**src/rtl/ysyx_210544_exe_dispatch_pkg.sv**
```systemverilog
// Shared definitions for the execute-stage dispatcher: default bus width,
// system opcodes routed to the exception channel, FSM states and the
// interrupt code reported for a timer-interrupt dispatch.
package ysyx_210544_exe_dispatch_pkg;

    localparam int XLEN_DEF = 64;

    localparam logic [7:0]  INST_ECALL = 8'h50;
    localparam logic [7:0]  INST_MRET  = 8'h51;

    localparam logic [31:0] INTR_TIMER = 32'd7;

    typedef enum logic [1:0] {
        ST_IDLE = 2'd0,
        ST_BUSY = 2'd1,
        ST_DONE = 2'd2
    } exe_state_t;

endpackage

```
**src/rtl/ysyx_210544_exe_ch_mux.sv**
```systemverilog
// Combinational N_CH-way selector: picks done, rd result and jump request of
// the channel the current instruction was dispatched to.
module ysyx_210544_exe_ch_mux #(
    parameter int XLEN = 64,
    parameter int N_CH = 4
) (
    input  logic [$clog2(N_CH)-1:0] sel,
    input  logic [N_CH-1:0]         ch_done,
    input  logic [N_CH*XLEN-1:0]    ch_wdata,
    input  logic [N_CH-1:0]         ch_jmp,
    input  logic [N_CH*XLEN-1:0]    ch_jmpaddr,
    output logic                    sel_done,
    output logic [XLEN-1:0]         sel_wdata,
    output logic                    sel_jmp,
    output logic [XLEN-1:0]         sel_jmpaddr
);

    // Select the fields of channel 'sel'; an unmatched index reads as zero.
    always_comb begin
        // NOTE: every output gets a default first, so no path infers a latch.
        sel_done    = 1'b0;
        sel_wdata   = '0;
        sel_jmp     = 1'b0;
        sel_jmpaddr = '0;
        for (int i = 0; i < N_CH; i++) begin
            if (int'(sel) == i) begin
                sel_done    = ch_done[i];
                sel_wdata   = ch_wdata[i*XLEN +: XLEN];
                sel_jmp     = ch_jmp[i];
                sel_jmpaddr = ch_jmpaddr[i*XLEN +: XLEN];
            end
        end
    end

endmodule

```
**src/rtl/ysyx_210544_exe_dispatch.sv**
```systemverilog
// Execute-stage dispatcher: latches one decoded instruction, starts one
// execute channel, waits for its done and holds the result under req/ack.
// A pending timer interrupt at accept redirects the instruction to EXC_CH.
// Optional feature: define EXE_TIMEOUT_EN for a BUSY watchdog driving o_tmo.
module ysyx_210544_exe_dispatch
    import ysyx_210544_exe_dispatch_pkg::*;
#(
    parameter int XLEN    = XLEN_DEF,
    parameter int N_CH    = 4,
    parameter int EXC_CH  = 1,
    parameter int TMO_CYC = 255
) (
    input  logic                    clk,
    input  logic                    rst,
    input  logic                    i_dec_req,
    output logic                    o_dec_ack,
    output logic                    o_exe_req,
    input  logic                    i_exe_ack,
    input  logic [7:0]              i_opcode,
    input  logic [$clog2(N_CH)-1:0] i_ch_id,
    input  logic [XLEN-1:0]         i_pc,
    input  logic [31:0]             i_inst,
    input  logic [XLEN-1:0]         i_op1,
    input  logic [XLEN-1:0]         i_op2,
    input  logic [XLEN-1:0]         i_op3,
    input  logic [4:0]              i_rd,
    input  logic                    i_rd_wen,
    input  logic                    i_int_pend,
    output logic [N_CH-1:0]         o_ch_start,
    output logic [7:0]              o_ch_opcode,
    output logic [XLEN-1:0]         o_ch_pc,
    output logic [XLEN-1:0]         o_ch_op1,
    output logic [XLEN-1:0]         o_ch_op2,
    output logic [XLEN-1:0]         o_ch_op3,
    input  logic [N_CH-1:0]         i_ch_done,
    input  logic [N_CH*XLEN-1:0]    i_ch_wdata,
    input  logic [N_CH-1:0]         i_ch_jmp,
    input  logic [N_CH*XLEN-1:0]    i_ch_jmpaddr,
    output logic [XLEN-1:0]         o_pc,
    output logic [31:0]             o_inst,
    output logic [4:0]              o_rd,
    output logic                    o_rd_wen,
    output logic [XLEN-1:0]         o_rd_wdata,
    output logic                    o_pc_jmp,
    output logic [XLEN-1:0]         o_pc_jmpaddr,
    output logic [31:0]             o_intr_no,
    output logic                    o_tmo
);

    localparam int            CW      = $clog2(N_CH);
    localparam logic [CW-1:0] EXC_SEL = CW'(EXC_CH);

    if (N_CH < 2 || EXC_CH >= N_CH || TMO_CYC < 1) begin : g_bad_param
        $error("ysyx_210544_exe_dispatch: illegal parameter set");
    end

    exe_state_t      state_q, state_d;
    logic            accept;
    logic [CW-1:0]   ch_in;

    logic [7:0]      lat_opcode;
    logic [XLEN-1:0] lat_pc, lat_op1, lat_op2, lat_op3;
    logic [31:0]     lat_inst;
    logic [4:0]      lat_rd;
    logic            lat_rd_wen;
    logic [CW-1:0]   lat_ch;
    logic            lat_intr;
    logic [N_CH-1:0] start_q;

    logic [XLEN-1:0] res_wdata, res_jmpaddr;
    logic            res_jmp;

    logic            sel_done, sel_jmp;
    logic [XLEN-1:0] sel_wdata, sel_jmpaddr;
    logic            tmo_fire, tmo_hit;

    assign accept = i_dec_req & o_dec_ack;
    // Interrupt wins over the decoder's choice; an index past the last channel falls back to the ALU.
    assign ch_in  = i_int_pend ? EXC_SEL : ((int'(i_ch_id) >= N_CH) ? '0 : i_ch_id);

    ysyx_210544_exe_ch_mux #(
        .XLEN (XLEN),
        .N_CH (N_CH)
    ) u_ch_mux (
        .sel         (lat_ch),
        .ch_done     (i_ch_done),
        .ch_wdata    (i_ch_wdata),
        .ch_jmp      (i_ch_jmp),
        .ch_jmpaddr  (i_ch_jmpaddr),
        .sel_done    (sel_done),
        .sel_wdata   (sel_wdata),
        .sel_jmp     (sel_jmp),
        .sel_jmpaddr (sel_jmpaddr)
    );

`ifdef EXE_TIMEOUT_EN
    localparam int TW = ($clog2(TMO_CYC + 1) > 8) ? $clog2(TMO_CYC + 1) : 8;

    logic [TW-1:0] tmo_cnt;
    logic          tmo_flag;

    // Fires once TMO_CYC BUSY cycles have passed without the channel's done.
    assign tmo_fire = (state_q == ST_BUSY) && !sel_done && (tmo_cnt == TW'(TMO_CYC - 1));
    assign tmo_hit  = tmo_flag;

    // Watchdog counter and sticky timeout flag, dropped when the result is acked.
    always_ff @(posedge clk) begin
        if (rst) begin
            tmo_cnt  <= '0;
            tmo_flag <= 1'b0;
        end else begin
            if (accept) begin
                tmo_cnt <= '0;
            end else if (state_q == ST_BUSY) begin
                tmo_cnt <= tmo_cnt + 1'b1;
            end
            if (tmo_fire) begin
                tmo_flag <= 1'b1;
            end else if (state_q == ST_DONE && i_exe_ack) begin
                tmo_flag <= 1'b0;
            end
        end
    end
`else
    assign tmo_fire = 1'b0;
    assign tmo_hit  = 1'b0;
`endif

    // State register.
    always_ff @(posedge clk) begin
        // NOTE: non-blocking assignments so every register samples pre-edge values.
        if (rst) begin
            state_q <= ST_IDLE;
        end else begin
            state_q <= state_d;
        end
    end

    // Next state: BUSY waits on the selected done, DONE chains straight into BUSY on ack + new request.
    always_comb begin
        state_d = state_q;
        unique case (state_q)
            ST_IDLE: if (accept) state_d = ST_BUSY;
            ST_BUSY: if (sel_done || tmo_fire) state_d = ST_DONE;
            ST_DONE: if (i_exe_ack) state_d = i_dec_req ? ST_BUSY : ST_IDLE;
            default: state_d = ST_IDLE;
        endcase
    end

    // Instruction latch, one-cycle start pulse and result capture.
    always_ff @(posedge clk) begin
        // NOTE: datapath registers are reset as well, since the broadcast buses must read 0 after reset.
        if (rst) begin
            lat_opcode  <= '0;
            lat_pc      <= '0;
            lat_inst    <= '0;
            lat_op1     <= '0;
            lat_op2     <= '0;
            lat_op3     <= '0;
            lat_rd      <= '0;
            lat_rd_wen  <= 1'b0;
            lat_ch      <= '0;
            lat_intr    <= 1'b0;
            start_q     <= '0;
            res_wdata   <= '0;
            res_jmp     <= 1'b0;
            res_jmpaddr <= '0;
        end else begin
            start_q <= '0;
            if (accept) begin
                lat_opcode <= i_opcode;
                lat_pc     <= i_pc;
                lat_inst   <= i_inst;
                lat_op1    <= i_op1;
                lat_op2    <= i_op2;
                lat_op3    <= i_op3;
                lat_rd     <= i_rd;
                lat_rd_wen <= i_rd_wen;
                lat_ch     <= ch_in;
                lat_intr   <= i_int_pend;
                start_q    <= N_CH'(1) << ch_in;
            end
            if (state_q == ST_BUSY && sel_done) begin
                res_wdata   <= sel_wdata;
                res_jmp     <= sel_jmp;
                res_jmpaddr <= sel_jmpaddr;
            end
        end
    end

    assign o_ch_start  = start_q;
    assign o_ch_opcode = lat_opcode;
    assign o_ch_pc     = lat_pc;
    assign o_ch_op1    = lat_op1;
    assign o_ch_op2    = lat_op2;
    assign o_ch_op3    = lat_op3;

    // Handshake and result outputs; results are visible only while DONE.
    always_comb begin
        o_dec_ack    = (state_q == ST_IDLE) || (state_q == ST_DONE && i_exe_ack);
        o_exe_req    = (state_q == ST_DONE);
        o_pc         = '0;
        o_inst       = '0;
        o_rd         = '0;
        o_rd_wen     = 1'b0;
        o_rd_wdata   = '0;
        o_pc_jmp     = 1'b0;
        o_pc_jmpaddr = '0;
        o_intr_no    = '0;
        o_tmo        = 1'b0;
        if (state_q == ST_DONE) begin
            o_pc         = lat_pc;
            o_inst       = lat_inst;
            o_rd         = (lat_ch == EXC_SEL) ? '0 : lat_rd;
            o_rd_wen     = lat_rd_wen && (lat_ch != EXC_SEL) && !tmo_hit;
            o_rd_wdata   = res_wdata;
            o_pc_jmp     = res_jmp && !tmo_hit;
            o_pc_jmpaddr = res_jmpaddr;
            o_intr_no    = (lat_intr && !tmo_hit) ? INTR_TIMER : '0;
            o_tmo        = tmo_hit;
        end
    end

endmodule

```
**config.mk**
```make
export PLATFORM = sky130hd
export DESIGN_NAME = ysyx_210544_exe_dispatch
export DESIGN_NICKNAME = d
export VERILOG_FILES = /design/src/rtl/ysyx_210544_exe_dispatch_pkg.sv /design/src/rtl/ysyx_210544_exe_ch_mux.sv /design/src/rtl/ysyx_210544_exe_dispatch.sv
export SDC_FILE = /design/constraint.sdc
export NUM_CORES = 1
export LEC_CHECK = 0
export BUFFER_PORTS_ARGS = -buffer_cell sky130_fd_sc_hd__buf_2
export CAP_MARGIN = 20
export CORE_AREA = 2 2 531 533
export CTS_CLUSTER_SIZE = 24
export DETAILED_ROUTE_END_ITERATION = 7
export DIE_AREA = 0 0 533 535
export MAX_ROUTING_LAYER = met4
export SYNTH_ARGS = -nofsm -noshare
export SYNTH_HDL_FRONTEND = slang
export SYNTH_SLANG_ARGS = --single-unit
```
**constraint.sdc**
```tcl
create_clock -name clk -period 3 [get_ports clk]
set_clock_uncertainty 0.1 [all_clocks]
set_input_delay 0.3 -clock clk [delete_from_list [all_inputs] [get_ports clk]]
set_output_delay 0.3 -clock clk [all_outputs]
set_load 0.01 [all_outputs]
```
; Word-level counts from Yosys, hierarchy flattened
; Index checks and enable logic that the tools add are counted.
[word_totals]
word_cells = 68
regBits = 440
out_inout_bits = 534
input_bits = 829
[classes]
reduce_logical = 8
bitwise = 2
muxes = 32
shift = 1
eq_ne = 10
[op_table]
columns = cell, count
row1 = $mux 64, 11
row2 = $mux 32, 1
row3 = $mux 1, 11
row4 = $mux 5, 2
row5 = $mux 2, 4
row6 = $eq 2x1->1 const B, 3
row7 = $eq 2x2->1 const B, 3
row8 = $mux 3, 2
row9 = $pmux 2 s3, 1
row10 = $logic_not 2->1, 2
row11 = $ne 2x1->1 const B, 2
row12 = $ne 2x2->1 const B, 2
row13 = $shl 1x2->4 const A, 1
row14 = $logic_and 1x1->1, 3
row15 = $reduce_and 3->1, 1
row16 = $reduce_or 2->1, 1
row17 = $and 1x1->1, 1
row18 = $logic_or 1x1->1, 1
row19 = $not 1->1, 1

; Longest topological paths before layout
; Gate-level depths: netlist (run 1).
[depth]
depth_word = 7
mapped_depth = 7
depth_no_buf = 4

; Modules after synthesis
; Synthesis (run 1) repeated with hierarchy kept, for this count alone.
[hier_totals]
cells_unflattened = 2429
hier_area_um2 = 21892.2
[by_module_without_submodules]
columns = module, cells_each, instances, area_each_um2, seq_area_each_um2
row1 = ysyx_210544_exe_dispatch, 2270, 1, 18645.4, 8808.4
row2 = ysyx_210544_exe_ch_mux, 159, 1, 3246.9, 0.0

; Least setup slack after synthesis (run 1)
; OpenSTA, ideal clock, no wires.
[synth_path]
path_kind = reg2out
startpoint = register lat_ch[0]
endpoint = output port o_rd[0]
required_time_ps = 2600
path_stages_with_launch = 6
path_buffers = 3
setup_slack_ps = 1212
t_arrival_ps = 1388
path_cell_list = dfxtp_1 > buf_2 > buf_4 > buf_2 > a211oi_1 > and2_1
[synth_via]
elab_chain_len = 3
[synth_lines]
columns = element, line
row1 = "start, declared", ysyx_210544_exe_dispatch.sv:66  ; logic [CW-1:0] lat_ch;
row2 = "start signal, assigned", ysyx_210544_exe_dispatch.sv:179  ; lat_ch <= ch_in;
row3 = $eq 2x1->1, ysyx_210544_exe_dispatch.sv:214  ; o_rd = (lat_ch == EXC_SEL) ? '0 : lat_rd;
row4 = $mux 5, ysyx_210544_exe_dispatch.sv:214
row5 = $mux 5, ysyx_210544_exe_dispatch.sv:211  ; if (state_q == ST_DONE) begin
row6 = "end, declared", ysyx_210544_exe_dispatch.sv:41  ; output logic [4:0] o_rd,
; No other way between the ends.

; Final worst setup path (run 1)
[layout_path]
startpoint = register state_q[0]
endpoint = output port o_intr_no[0]
[layout_via]
elab_chain_len = 2
[layout_lines]
columns = element, line
row1 = "start, declared", ysyx_210544_exe_dispatch.sv:57  ; exe_state_t state_q, state_d;
row2 = "start signal, assigned", ysyx_210544_exe_dispatch.sv:135  ; state_q <= state_d;
row3 = $eq 2x2->1, ysyx_210544_exe_dispatch.sv:211
row4 = $mux 3, ysyx_210544_exe_dispatch.sv:211
row5 = "end, declared", ysyx_210544_exe_dispatch.sv:46  ; output logic [31:0] o_intr_no,
; No other way between the ends.

==> results of run 1 <==
timing repair:
item                                    in CTS  in global routing
endpoints found under the setup margin      34                  2
hold endpoints to repair                   417                  0
gates resized for setup                      2                  1
hold buffers                               572                  0
cloned                                       1                  0
pin swaps                                    0                  0
flip-flops by register name, indices dropped and copies added (netlist names), 5 cells and up:
signal,cells
o_ch_pc,64
o_ch_op3,64
res_wdata,64
lat_inst,32
res_jmpaddr,64
lat_rd,5
o_ch_opcode,8
o_ch_op2,64
o_ch_op1,64
layout make-up:
| cell class | count | area (um2) | area share [%] |
|---|---|---|---|
| antenna | 139 | 348 | 0.888 |
| clock buffer | 79 | 1650 | 4.22 |
| clock inverter | 26 | 302 | 0.770 |
| inverter | 5 | 26.3 | 0.0671 |
| multi-input combinational | 1716 | 10100 | 25.8 |
| sequential | 440 | 8820 | 22.5 |
| tap | 3724 | 4660 | 11.9 |
| timing repair buffer | 1976 | 13300 | 33.8 |
final timing paths:
kind	depth (start not counted)	slack (ps)	to	start
setup / recovery	4	170	o_intr_no[0]	state_q[0]
hold / removal	4	110	res_jmpaddr[63]	i_ch_jmpaddr[255]
setup reg to reg	7	240	o_ch_op1[36]	state_q[0]
hold reg to reg	2	350	res_jmpaddr[57]	res_jmpaddr[57]
stage by stage:
stage               hold slack [ps]  setup WS, ps  instances  area (um2)
finish                          113           171       8105       39200
floorplan                       279          1210       2418       20100
CTS                           0.411          6.92       7966       38800
detailed placement              340           646       7288       31100
global placement                335           708       7288       31100
global route                   56.0          29.8       8081       39100
kinds of logic (layout without fill, tap and decap cells):
group                  Yosys count  in the layout  share of synthesized area [%]
AND/OR/NAND/NOR               1112           1112                           23.9
AO/OA/AOI/OAI                  442            442                           11.2
flip-flops                     440            440                           44.0
buffers and inverters          262           2086                           6.24
multiplexers                   132            132                           14.7
other                            1            169                         0.0187
power breakdown:
| part | internal [uW] | switching, uW |
|---|---|---|
| clock | 4280 | 3210 |
| combinational | 1900 | 2120 |
| sequential | 6210 | 351 |
critical path, delay by kind of cell (launching register included):
| kind | cells | cell delay (ps) |
|---|---|---|
| buf+inv | 3 | 860 |
| flops | 1 | 430 |
| simple gates | 1 | 300 |
synth_stat cells, types with 2 or more instances:
master,instances
nand2_1,865
dfxtp_1,440
a21oi_1,437
and3_1,226
clkbuf_1,132
mux4_2,129
buf_2,80
buf_4,44
and2_1,6
inv_1,5
nor3_1,4
nor2_1,3
mux2i_1,2
routing by layer:
layer	vias up	wire length (um)	part of all wire, %
li1	11880	-	-
met1	12448	78400	40
met2	1681	88500	45
met3	401	21600	11
met4	0	8580	4.3
met5	-	0	0
==> reports/qor.yml, run 1 <==
hold_path_class: "input pin to flop"
met3_usage_pct: 5.44
cts_buffers: 59
die_y_um: 535
rsz0062_at_grt: "no"
die_area_um2: 285000
drt-total-wl_mm: 197
rows: 194
place.gp.congestion: 0.937
ys.warnings.count: 0
start_kind: "flop"
cts-htree-levels: 2
grt_busiest_layer: "met2"
cts_sinks: 440
layout_commonest_cell: "buf_2"
crit_chain: "inv_8 > buf_16 > and3_1 > buf_2"
clkLatencyLatePin_ps: 740
cp.arrival_ps: 2430
final_max_slew_viol_count: 0
start_util_pct: 7.18
fp.coreArea_um2: 279000
end_kind: "primary output"
ys_seq_area_share_pct: 44.0
syn2layout_area_growth_pct: 95.7
critPathRequiredTime_ps: 2600
ir_worst_vdd_v: 0.000474
synth_cell_types: 29
async_reset_ff_share_pct: 0
grt_use_met2_pct: 21.2
yosys.area.top_type: "dfxtp_1"
grt_pass1_vias: 25497
min_period_ps: 2830
synth-seq-cells: 440
final_cell_mix: "1331 x buf_2, 865 x nand2_1, 572 x dlygate4sd3_1"
setup_violations: 0
dp_hpwl_mm: 165
met1_usage_pct: 15.6
final_util_pct: 14.0
status: "finished clean"
fin_nets: 5027
final_layout_size_suffix_gt1_share_pct: 38.6
vias: 26410
tritoncts: "yes"
grt_pass1_wl_mm: 249
synth_top_area_share_pct: 44.0
criticalPathCategory: "flop to primary output"
cts_setup_buffers: 0
avgSynthCellArea_um2: 8.38
clock_tree.root_cell: "clkbuf_16"
grt_usage_pct: 13.5
io_pins: 1363
max_cap_violations: 0
numPortBuffers: 1332
worstPathMaxFanout: 77
syn_area_um2: 20000
die_w_um: 533
setup_tns_ps: 0
max_freq_mhz: 353
drt-wirelength-per-cell_um: 24.3
cpPeakStageDelay_ps: 430
p_per_area_nw_per_um2: 462
grt_overflow_total: 0
drtAntennaViolNets: 0
final-hold-violation-count: 0
synth_ff_type: "dfxtp_1"
period_share_pct: 94.3
drc: 0
drtPass1Iterations: 5
leakage_uw: 0.0172
cts_buffer_depth: 3
cts.clk_slew.worst_paths_ps: 80
critPathSlowestCell: "dfxtp_1"
total_power_uw: 18100
grt_max_degree: 99
first_iter_violations: 1923
slew_headroom_pct: 43.0
antenna_found_initial: 201
synth_area_leaders: "dfxtp_1 44%, nand2_1 16%, mux4_2 15%"
fillers: 31753
synth_edf_count: 0
synthCells: 2389
vias_per_cell: 3.26
worst_pin_slew_ps: 855
Power figures use the tool's default switching activity.
==> run 2, diff against run 1 <==
--- a/config.mk
+++ b/config.mk
@@ -12,6 +12,7 @@
 export DETAILED_ROUTE_END_ITERATION = 7
 export DIE_AREA = 0 0 533 535
 export MAX_ROUTING_LAYER = met4
+export SETUP_SLACK_MARGIN = 0.3
 export SYNTH_ARGS = -nofsm -noshare
 export SYNTH_HDL_FRONTEND = slang
 export SYNTH_SLANG_ARGS = --single-unit
==> constraint.sdc (replaced) <==
create_clock -name clk -period 3 [get_ports clk]
set_clock_uncertainty 0.1 [all_clocks]
set_input_delay 0 -clock clk [delete_from_list [all_inputs] [get_ports clk]]
set_output_delay 0 -clock clk [all_outputs]
set_load 0.01 [all_outputs]
==> run 2 against run 1 <==
  * Routed wire length up 3.7%
  * Count of clock-buffer cells in the layout grew 5
  * Total power is 4.3% higher
  * Fmax is 6.3% higher
==> reports/qor.yml, run 2 (synthesis gave the netlist of run 1 again) <==
final_layout_size_suffix_gt1_share_pct: 34.5
leakage_uw: 0.0199
final_max_slew_viol_count: 0
critPathRequiredTime_ps: 3580
drc: 0
max_freq_mhz: 376
status: "finished clean"
numPortBuffers: 1332
drt-wirelength-per-cell_um: 23.6
rows: 194
drt-total-wl_mm: 204
multi_input_area_um2: 10100
critPathSlowestCell: "dlygate4sd3_1"
vias_per_cell: 3.32
antenna_found_initial: 183
fillers: 31293
final_cell_area_um2: 44700
io_pins: 1363
grt_usage_pct: 14.1
seqCellArea_um2: 8820
grt_max_degree: 137
min_path_cells: 6
dp_slack_ps: 668
fp.coreArea_um2: 279000
period_share_pct: 88.7
final_cell_mix: "1329 x buf_2, 1090 x dlygate4sd3_1, 865 x nand2_1"
place.gp.congestion: 0.927
p_per_area_nw_per_um2: 422
fin_nets: 5556
vias: 28781
die_w_um: 533
drtAntennaViolNets: 0
ir_worst_vdd_v: 0.000493
grt_pass1_vias: 28888
slew_headroom_pct: 41.8
start_kind: "flop"
dp_hpwl_mm: 165
cts_sinks: 440
cpPeakStageDelay_ps: 590
cts-htree-levels: 2
setup_tns_ps: 0
grt_overflow_total: 0
first_iter_violations: 1826
cts_buffer_depth: 3
grt_pass1_wl_mm: 263
final_util_pct: 16.0
postPlaceCellArea_um2: 31100
tritoncts: "yes"
layout_commonest_cell: "buf_2"
clock_tree.root_cell: "clkbuf_16"
worst_pin_slew_ps: 872
crit_chain: "inv_1 > o211ai_1 > clkbuf_16 > buf_12 > nand2_1 > a21oi_1 > dlygate4sd3_1"
final-hold-violation-count: 0
rsz0062_at_grt: "yes"
syn2layout_area_growth_pct: 123
cts_buffers: 59
end_kind: "flop"
worstPathMaxFanout: 50
clkLatencyLatePin_ps: 710
criticalPathCategory: "flop to flop"
start_util_pct: 7.18
worst_slack_ps: 339
hold_path_class: "input pin to flop"
max_cap_violations: 0
cts.clk_slew.worst_paths_ps: 60
critical_path_depth: 7
drtPass1Iterations: 5
min_period_ps: 2660
die_area_um2: 285000
setup_violations: 0
cp_top_family: "buffers and inverters"
die_y_um: 535
cp_num_buf_inv: 4
r2r_cells: 7
cp.arrival_ps: 3240
==> run 2: timing repair <==
item | CTS | global route
gates cloned | 0 | 1
resized for setup | 7 | 6
endpoints found under the setup margin | 158 | 218
endpoints found under the hold margin | 440 | 0
hold buffers | 1090 | 0
pin swaps | 1 | 1
buffers inserted | 2 | 8
==> run 2: cell type report <==
class / count / area share [%]
Multi-Input combinational cell: 1716 / 22.6
Sequential cell: 440 / 19.7
Clock buffer: 84 / 3.76
Timing Repair Buffer: 2505 / 41.7
Tap cell: 3724 / 10.4
Clock inverter: 24 / 0.756
Antenna cell: 173 / 0.969
Inverter: 5 / 0.0588
==> run 2: layer usage <==
metal	vias up	global-route usage (%)	share of wire, %
met1	13686	16.0	39
met4	0	5.71	4.3
li1	12962	-	-
met5	-	-	0
met2	1733	21.9	45
met3	400	5.57	11
==> run 2: where the power goes <==
| group | switching, uW | internal, uW | total [uW] | leakage (uW) |
|---|---|---|---|---|
| logic | 2230 | 2440 | 4670 | 0.0153 |
| clock network | 3250 | 4420 | 7670 | 0.000986 |
| registers | 309 | 6210 | 6520 | 0.00360 |
| total | 5800 | 13100 | 18900 | 0.0199 |
==> run 2: per-stage QoR <==
stage	std cells	power, uW	hold slack [ps]
3_5_place_dp	7289	9780	145
2_1_floorplan	2418	8010	-21.5
3_3_place_gp	7289	9770	139
6_report	8671	18900	47.8
5_1_grt	8645	19700	72.2
4_1_cts	8489	19100	10.9
==> run 2: worst min-delay path: stages <==
cell     delay [ps]
buf_2           150
mux2i_1          90
buf_4           150
mux2_2          260
nand3_1          80
a21oi_1          70
==> run 2: path summary, 6_finish.rpt <==
check,from,endpoint,slack (ps)
worst max register to register,state_q[1],o_ch_op3[39],340
worst max-delay path,state_q[1],o_ch_op3[39],340
worst min register to register,res_wdata[48],res_wdata[48],350
worst min-delay path,i_ch_done[2],state_q[0],50
